## config.mk

```make
export PLATFORM = sky130hd
export DESIGN_NAME = sr04_emulator
export DESIGN_NICKNAME = d
export VERILOG_FILES = /design/src/rtl/sr04_emulator.sv
export SDC_FILE = /design/constraint.sdc
export NUM_CORES = 1
export LEC_CHECK = 0
export CAP_MARGIN = 25
export CORE_MARGIN = 8
export CORE_UTILIZATION = 45
export DETAILED_ROUTE_END_ITERATION = 10
export SLEW_MARGIN = 20
export SYNTH_ARGS = -nofsm -noshare
export SYNTH_HDL_FRONTEND = slang
export SYNTH_SLANG_ARGS = --single-unit
```

## constraint.sdc

```tcl
create_clock -name i_clk -period 3.2 [get_ports i_clk]
set_input_delay 0.64 -clock i_clk [delete_from_list [all_inputs] [get_ports i_clk]]
set_output_delay 0.64 -clock i_clk [all_outputs]
set_load 0.01 [all_outputs]
```

## src/rtl/sr04_emulator.sv

```systemverilog
// HC-SR04 sensor-side emulator: validates the trigger pulse, waits the burst time, then
// answers with an echo pulse proportional to i_range_cm, followed by a holdoff.
module sr04_emulator #(
  parameter int RANGE_WIDTH      = 16,
  parameter int DELAY_CLK_1US    = 50,
  parameter int DELAY_1US_1SM    = 58,
  parameter int DELAY_TRIGGER_US = 10,
  parameter int DELAY_BURST_US   = 200,
  parameter int DELAY_NOECHO_US  = 38000,
  parameter int RANGE_MAX_CM     = 400,
  parameter int DELAY_HOLDOFF_US = 1000
) (
  input  logic                   i_clk,
  input  logic                   i_rst_n,
  input  logic                   i_trigger,
  input  logic [RANGE_WIDTH-1:0] i_range_cm,
  output logic                   o_echo,
  output logic                   o_busy,
  output logic                   o_meas_done
);

  localparam int MAX_AB  = (DELAY_NOECHO_US > DELAY_HOLDOFF_US) ? DELAY_NOECHO_US : DELAY_HOLDOFF_US;
  localparam int MAX_ABC = (MAX_AB > DELAY_BURST_US) ? MAX_AB : DELAY_BURST_US;
  localparam int CNT_MAX = (MAX_ABC > DELAY_TRIGGER_US) ? MAX_ABC : DELAY_TRIGGER_US;
  localparam int CNT_W   = $clog2(CNT_MAX + 1);
  localparam int DIV_W   = $clog2(DELAY_CLK_1US + 1);
  localparam int SM_W    = $clog2(DELAY_1US_1SM + 1);

  localparam logic [DIV_W-1:0]       DIV_LAST    = DIV_W'(DELAY_CLK_1US - 1);
  localparam logic [SM_W-1:0]        SM_LAST     = SM_W'(DELAY_1US_1SM - 1);
  localparam logic [CNT_W-1:0]       TRIG_MIN    = CNT_W'(DELAY_TRIGGER_US);
  localparam logic [CNT_W-1:0]       BURST_LAST  = CNT_W'(DELAY_BURST_US - 1);
  localparam logic [CNT_W-1:0]       NOECHO_LAST = CNT_W'(DELAY_NOECHO_US - 1);
  localparam logic [CNT_W-1:0]       HOLD_LAST   = CNT_W'(DELAY_HOLDOFF_US - 1);
  localparam logic [RANGE_WIDTH-1:0] RANGE_MAX   = RANGE_WIDTH'(RANGE_MAX_CM);

  // state   | meaning
  // IDLE    | waiting for a fresh trigger rising edge
  // TRIG    | trigger high, measuring its width
  // BURST   | emulated ultrasonic burst, echo low
  // ECHO    | echo high for the emulated time of flight
  // HOLDOFF | dead time, triggers ignored
  typedef enum logic [2:0] {S_IDLE, S_TRIG, S_BURST, S_ECHO, S_HOLDOFF} state_t;

  state_t                 r_state;
  state_t                 w_state_nxt;
  logic                   r_sync1;
  logic                   r_trig_s;
  logic                   r_trig_d;
  logic [DIV_W-1:0]       r_div;
  logic [CNT_W-1:0]       r_us_cnt;
  logic [SM_W-1:0]        r_sm_cnt;
  logic [RANGE_WIDTH-1:0] r_cm_cnt;
  logic [RANGE_WIDTH-1:0] r_rng_q;
  logic                   r_echo;
  logic                   r_busy;
  logic                   r_done;
  logic                   w_us_tick;
  logic                   w_state_chg;
  logic                   w_noecho;
  logic                   w_echo_nxt;
  logic                   w_busy_nxt;
  logic                   w_done;
  logic                   w_us_run;

  // Synchronizer resets high so a trigger held through reset release is not seen as an edge.
  always_ff @(posedge i_clk or negedge i_rst_n) begin
    if (!i_rst_n) begin
      r_sync1  <= 1'b1;
      r_trig_s <= 1'b1;
      r_trig_d <= 1'b1;
    end else begin
      r_sync1  <= i_trigger;
      r_trig_s <= r_sync1;
      r_trig_d <= r_trig_s;
    end
  end

  assign w_us_tick   = (r_div == DIV_LAST);
  assign w_state_chg = (w_state_nxt != r_state);
  assign w_noecho    = (r_rng_q == '0) || (r_rng_q > RANGE_MAX);
  assign w_us_run    = (r_state != S_IDLE) && !((r_state == S_TRIG) && (r_us_cnt >= TRIG_MIN));

  always_ff @(posedge i_clk or negedge i_rst_n) begin
    if (!i_rst_n) begin
      r_div    <= '0;
      r_us_cnt <= '0;
      r_sm_cnt <= '0;
      r_cm_cnt <= '0;
    end else if (w_state_chg) begin
      r_div    <= '0;
      r_us_cnt <= '0;
      r_sm_cnt <= '0;
      r_cm_cnt <= '0;
    end else begin
      r_div <= w_us_tick ? '0 : r_div + 1'b1;
      if (w_us_tick) begin
        if (w_us_run) r_us_cnt <= r_us_cnt + 1'b1;
        if (r_state == S_ECHO) begin
          if (r_sm_cnt == SM_LAST) begin
            r_sm_cnt <= '0;
            r_cm_cnt <= r_cm_cnt + 1'b1;
          end else begin
            r_sm_cnt <= r_sm_cnt + 1'b1;
          end
        end
      end
    end
  end

  always_ff @(posedge i_clk or negedge i_rst_n) begin
    if (!i_rst_n) begin
      r_rng_q <= '0;
    end else if ((r_state == S_TRIG) && (w_state_nxt == S_BURST)) begin
      r_rng_q <= i_range_cm;
    end
  end

  always_comb begin
    w_state_nxt = r_state;
    w_done      = 1'b0;
    case (r_state)
      S_IDLE: begin
        if (r_trig_s && !r_trig_d) w_state_nxt = S_TRIG;
      end
      S_TRIG: begin
        if (!r_trig_s) w_state_nxt = (r_us_cnt >= TRIG_MIN) ? S_BURST : S_IDLE;
      end
      S_BURST: begin
        if (w_us_tick && (r_us_cnt == BURST_LAST)) w_state_nxt = S_ECHO;
      end
      S_ECHO: begin
        if (w_us_tick && (w_noecho ? (r_us_cnt == NOECHO_LAST)
                                   : ((r_sm_cnt == SM_LAST) && (r_cm_cnt == r_rng_q - 1'b1)))) begin
          w_state_nxt = S_HOLDOFF;
          w_done      = 1'b1;
        end
      end
      S_HOLDOFF: begin
        if (w_us_tick && (r_us_cnt == HOLD_LAST)) w_state_nxt = S_IDLE;
      end
      default: w_state_nxt = S_IDLE;
    endcase
  end

  assign w_echo_nxt = (w_state_nxt == S_ECHO);
  assign w_busy_nxt = (w_state_nxt == S_BURST) || (w_state_nxt == S_ECHO) || (w_state_nxt == S_HOLDOFF);

  always_ff @(posedge i_clk or negedge i_rst_n) begin
    if (!i_rst_n) begin
      r_state <= S_IDLE;
      r_echo  <= 1'b0;
      r_busy  <= 1'b0;
      r_done  <= 1'b0;
    end else begin
      r_state <= w_state_nxt;
      r_echo  <= w_echo_nxt;
      r_busy  <= w_busy_nxt;
      r_done  <= w_done;
    end
  end

  assign o_echo      = r_echo;
  assign o_busy      = r_busy;
  assign o_meas_done = r_done;

endmodule

```

# [After elaboration in Yosys (flattened, before gate mapping)]
# Index checks and enable logic that the tools add are counted.
[classes] n_eq_ne=14 muxes=23 addsub=5 reduce_logical=23 order_cmp=2
[op_table] op="2-to-1 mux 16 bit" n=7
[op_table] op="2-to-1 mux 6 bit" n=6
[op_table] op="adder 16 x 1 -> 16 bit (second input constant)" n=2
[op_table] op="== test 16 x 10 -> 1 bit (second input constant)" n=1
[op_table] op="== test 16 bit" n=1
[op_table] op="== test 16 bit (second input constant)" n=1
[op_table] op="== test 16 x 8 -> 1 bit (second input constant)" n=1
[op_table] op="greater-or-equal comparator 16 x 4 -> 1 bit (second input constant)" n=1
[op_table] op="> comparator 16 x 9 -> 1 bit (second input constant)" n=1
[op_table] op="zero test 16 bit" n=1
[op_table] op="subtractor 16 x 1 -> 16 bit (second input constant)" n=1
[op_table] op="2-to-1 mux 3 bit" n=5
[op_table] op="case mux 3 bit (5 select lines)" n=1
[op_table] op="adder 6 x 1 -> 6 bit (second input constant)" n=2
[op_table] op="== test 3 x 2 -> 1 bit (second input constant)" n=4
[op_table] op="== test 6 bit (second input constant)" n=2
[op_table] op="logical AND 1 bit" n=8
[op_table] op="nonzero test 2 bit" n=4
[op_table] op="== test 3 bit (second input constant)" n=2
[op_table] op="AND reduction 2 bit" n=2
[op_table] op="== test 3 x 1 -> 1 bit (second input constant)" n=1
[op_table] op="zero test 3 bit" n=1
[op_table] op="logical OR 1 bit" n=3
[op_table] op="2-to-1 mux 1 bit" n=3
[op_table] op="other kinds (5)" n=6
[totals] ff_bits=69

# [Longest topological paths before layout]
[logic_depth] word_depth=10 ltp_mapped=10 depth_no_buf=9

# [Worst setup path before layout]
# No wires, ideal clock.
[synth_timing] path_type="register -> register" startpoint="reg r_rng_q[0]" endpoint="reg r_div[4]" setup_slack_ns=0.696 required_ns=3.066 setup_time_ns=0.134 stages_incl_launch_ff=11 arrival_time_ns=2.370 n_path_buf=1 path_cell_list="dfrtp_1 > inv_1 > ha_1 > or4b_4 > and4bb_1 > o211ai_1 > a2bb2oi_1 > nand4_2 > o21ai_4 > buf_6 > nor3_2"
[synth_between] elab_chain_len=9 word_cells_on_any_way=12
[synth_rtl] item="start, declared" line="54" text="logic [RANGE_WIDTH-1:0] r_rng_q;"
[synth_rtl] item="start signal, assigned" line="115" text="r_rng_q <= i_range_cm;"
[synth_rtl] item="subtractor 16 x 1 -> 16 bit" line="134" text=": ((r_sm_cnt == SM_LAST) && (r_cm_cnt == r_rng_q - 1'b1)))) begin"
[synth_rtl] item="== test 16 bit" line="134"
[synth_rtl] item="logical AND 1 bit" line="134"
[synth_rtl] item="2-to-1 mux 1 bit (*)" line="133" text="if (w_us_tick && (w_noecho ? (r_us_cnt == NOECHO_LAST)"
[synth_rtl] item="logical AND 1 bit (*)" line="133"
[synth_rtl] item="2-to-1 mux 3 bit (*)" line="133"
[synth_rtl] item="case mux 3 bit (5 select lines) (*)" line="122" text="case (r_state)"
[synth_rtl] item="inequality test 3 bit (*)" line="80" text="assign w_state_chg = (w_state_nxt != r_state);"
[synth_rtl] item="2-to-1 mux 6 bit (*)" line="90" text="end else if (w_state_chg) begin"
[synth_rtl] item="end signal, assigned" line="96" text="r_div <= w_us_tick ? '0 : r_div + 1'b1;"
[synth_rtl] item="end, declared" line="50" text="logic [DIV_W-1:0] r_div;"
# Every way passes the cells marked *; elsewhere a longest branch is shown, timed or not.
# A chain may end at the register's enable or synchronous reset.

# [Worst setup path after layout]
[layout_timing] startpoint="reg r_rng_q[0]" endpoint="reg r_div[2]"
# The elaborated chain is that of the path after synthesis.

==> impl_metrics.csv <==
group,metric,value,unit
sta,hold_viol,0,
yosys,ys_seq_elements,69,
die,coreArea,8720,µm²
setup_path,endpoint_kind,"register",
die,start_util,46.3,%
setup_path,cp_slowest_stage_delay,510,ps
setup_path,crit_type,"register to register",
power_and_ir_drop,switching_power,0.000454,W
drt,wl,8600,µm
drt,dr.first_iter.drc_count,134,
sta,worst_pin_slew,646,ps
yosys,synth_common_cells,"nor2_1, dfrtp_1, nand2_1",
global_route,grt_pass1_vias,3104,
clock_tree,cts_setup_buffers,0,
run_status,status,"finished clean",
clock_tree,clkTransAtPathRegs,70,ps
clock_tree,numCtsBuffers,9,
die,num_rows,34,
die,die_width,111,µm
yosys,synth_cell_types,58,
setup_path,required,3420,ps
die,num_io_pins,22,
power_and_ir_drop,switching_share,25.1,%
setup_path,worstSetupStartpointType,"register",
power_and_ir_drop,finalPower,0.00181,W
drt,postRouteAntennaNets,0,
power_and_ir_drop,p_comb_share,8.7,%
sta,setup_viol,0,
sta,rsz0062_at_grt,"false",
power_and_ir_drop,max-vdd-ir-drop,0.252,mV
sta,slew_headroom,56.6,%
die,die_area,12300,µm²
clock_tree,root_buffer,"clkbuf_8",
clock_tree,cts_sinks,69,
hold_path,worstHoldPathType,"input pin to asynchronous set/reset pin",
global_route,grt_pass1_wl,15200,µm
yosys,yosysTopAreaCellShare,40.9,%
sta,drv_slew,0,
drt,route.vias.total,3043,
clock_tree,htreeDepth,3,
placement,numPortBuffers,21,
setup_path,crit_arrival,2950,ps
yosys,ys_warn_count,0,
clock_tree,clock_latency,350,ps
power_and_ir_drop,leakagePower,1.88,nW
yosys,synth-edff-count,0,
clock_tree,hold_buffers,0,
clock_tree,cts_buffer_depth,2,
yosys,post_synth_inst_count,422,
setup_path,path_max_fanout,33,
drt,routedWlPerCell,15.3,µm
yosys,async_flop_share,100,%
final_layout,n_antenna_cell,0,
final_layout,nets,475,
setup_path,cp_slowest_cell,"or4b_4",
yosys,synth_nets,449,
final_layout,area_delta_synth_final,13.1,%
power_and_ir_drop,p_int,0.00135,W
power_and_ir_drop,power.density,396,nW/µm²
sta,finalCritPeriodShare,85.5,%
setup_path,rrSetupSlack,470,ps
setup_path,r2r_start,"r_rng_q[0]",
yosys,yosysSeqAreaShare,42.9,%
global_route,grt_overflow_total,0,
yosys,yosysMostFrequentCell,"nor2_1",
yosys,ys.flop_type,"dfrtp_1",
clock_tree,cts_tree,"done",
run,cap_violations,0,
sta,period_needed,2730,ps
sta,fin_skew,3.90,ps
sta,worst_slack,465,ps
placement,gp_congestion,0.807,
global_route,antenna_found_initial,0,
placement,dp_slack,485,ps
power_and_ir_drop,p_clk_share,39.6,%
drt,avgViaCountPerCell,5.42,
sta,timing.fmax,366,MHz
setup_path,cp-startpoint,"r_rng_q[0]",
setup_path,cp_cell_sequence,"inv_1 > ha_1 > or4b_4 > o41ai_1 > nor2b_1 > or2_2 > nand3_1 > o21ai_4 > buf_12 > nor3_1",
global_route,grt_max_degree,47,
placement,dp_hpwl,6150,µm
die,die_y,111,µm
yosys,syn-cell-area,4040,µm²
yosys,syn_avg_cell_area,9.56,µm²
yosys,synth_area_leaders,"dfrtp_1, nor2_1, xnor2_1, xor2_1, mux2_2",
power_and_ir_drop,pwr-share-seq,51.7,%
drt,drc,0,
sta,fin_tns_setup,0,ps
global_route,grt_use_total,14.8,%
drt,first_pass_iters,4,
final_layout,drive_above_1_share,13.2,%
yosys,yosys.area.top_type,"dfrtp_1",
clock_tree,cts_resized,0,
## power by group through the flow
stage          Sequential [W]  Clock, W  Combinational [W]
2_1_floorplan        0.000933         0           0.000112
3_3_place_gp         0.000949         0           0.000157
3_5_place_dp         0.000951         0           0.000161
4_1_cts              0.000934  0.000736           0.000161
5_1_grt              0.000940  0.000775           0.000178
6_report             0.000934  0.000715           0.000158
## sequential cells by signal, summed over array words and instances, names as in the netlist, 3 cells and up
register  cells
r_div         6
r_rng_q      16
r_sm_cnt      6
r_cm_cnt     16
r_state       3
r_us_cnt     16
## per-layer routing
layer,wire (µm),global-route usage [%]
met5,0,0
met4,146,5.59
met3,348,3.41
met2,3570,21.2
met1,4540,20.9
## placed cells by master, fill, tap and decap left out, types with 16 or more instances in the layout
cell type        instances
dfrtp_1                 66
nor2_1                  67
xor2_1                  22
nor3_1                  18
nand3_1                 21
clkdlybuf4s50_1         20
nand2_1                 29
mux2_2                  16
xnor2_1                 28
## worst max-delay path, delay by kind of cell, from the launching register on
family	cells	cell delay, ps
flip-flops	1	440
AO/OA/AOI/OAI	2	540
AND/OR/NAND/NOR	5	1090
buffers and inverters	2	290
adder cells (fa/ha/maj)	1	220
## logic make-up (layout without fill, tap and decap cells)
kind of cell             count (synthesis)  in the layout  share of synthesized area (%)
multiplexers                            18             18                           4.96
buffers and inverters                   23             54                           2.98
flip-flops                              69             69                           42.9
AO/OA/AOI/OAI                           47             47                           8.53
XOR/XNOR                                50             50                           10.9
adder cells (fa/ha/maj)                  8              8                           2.48
AND/OR/NAND/NOR                        207            207                           27.3
## metrics by stage
step                util [%]  cells  hold slack, ps  area, µm²
floorplan                  -    422             344       4040
global placement        50.1    545             346       4370
detailed placement      50.1    545             347       4370
CTS                     52.3    561             299       4560
global route            52.3    561             319       4560
finish                  52.3    561             288       4560
## path summary, 6_finish.rpt
path / endpoint / cells after the start
max reg2reg: r_div[2] / 10
max: r_div[2] / 10
min: r_rng_q[7] / 1
max in group asynchronous: r_sync1 / 2
min in group i_clk: r_trig_s / 0
min reg2reg: r_trig_s / 0
## final cells by class
type,instances,area [µm²]
clock inverters,4,47.5
well taps,108,135
clock buffers,12,145
flip-flops and latches,69,1730
repair buffers,26,268
multi-input cells,330,2190
fillers,804,4160
inverters,12,45.0
Power figures use the tool's default switching activity.
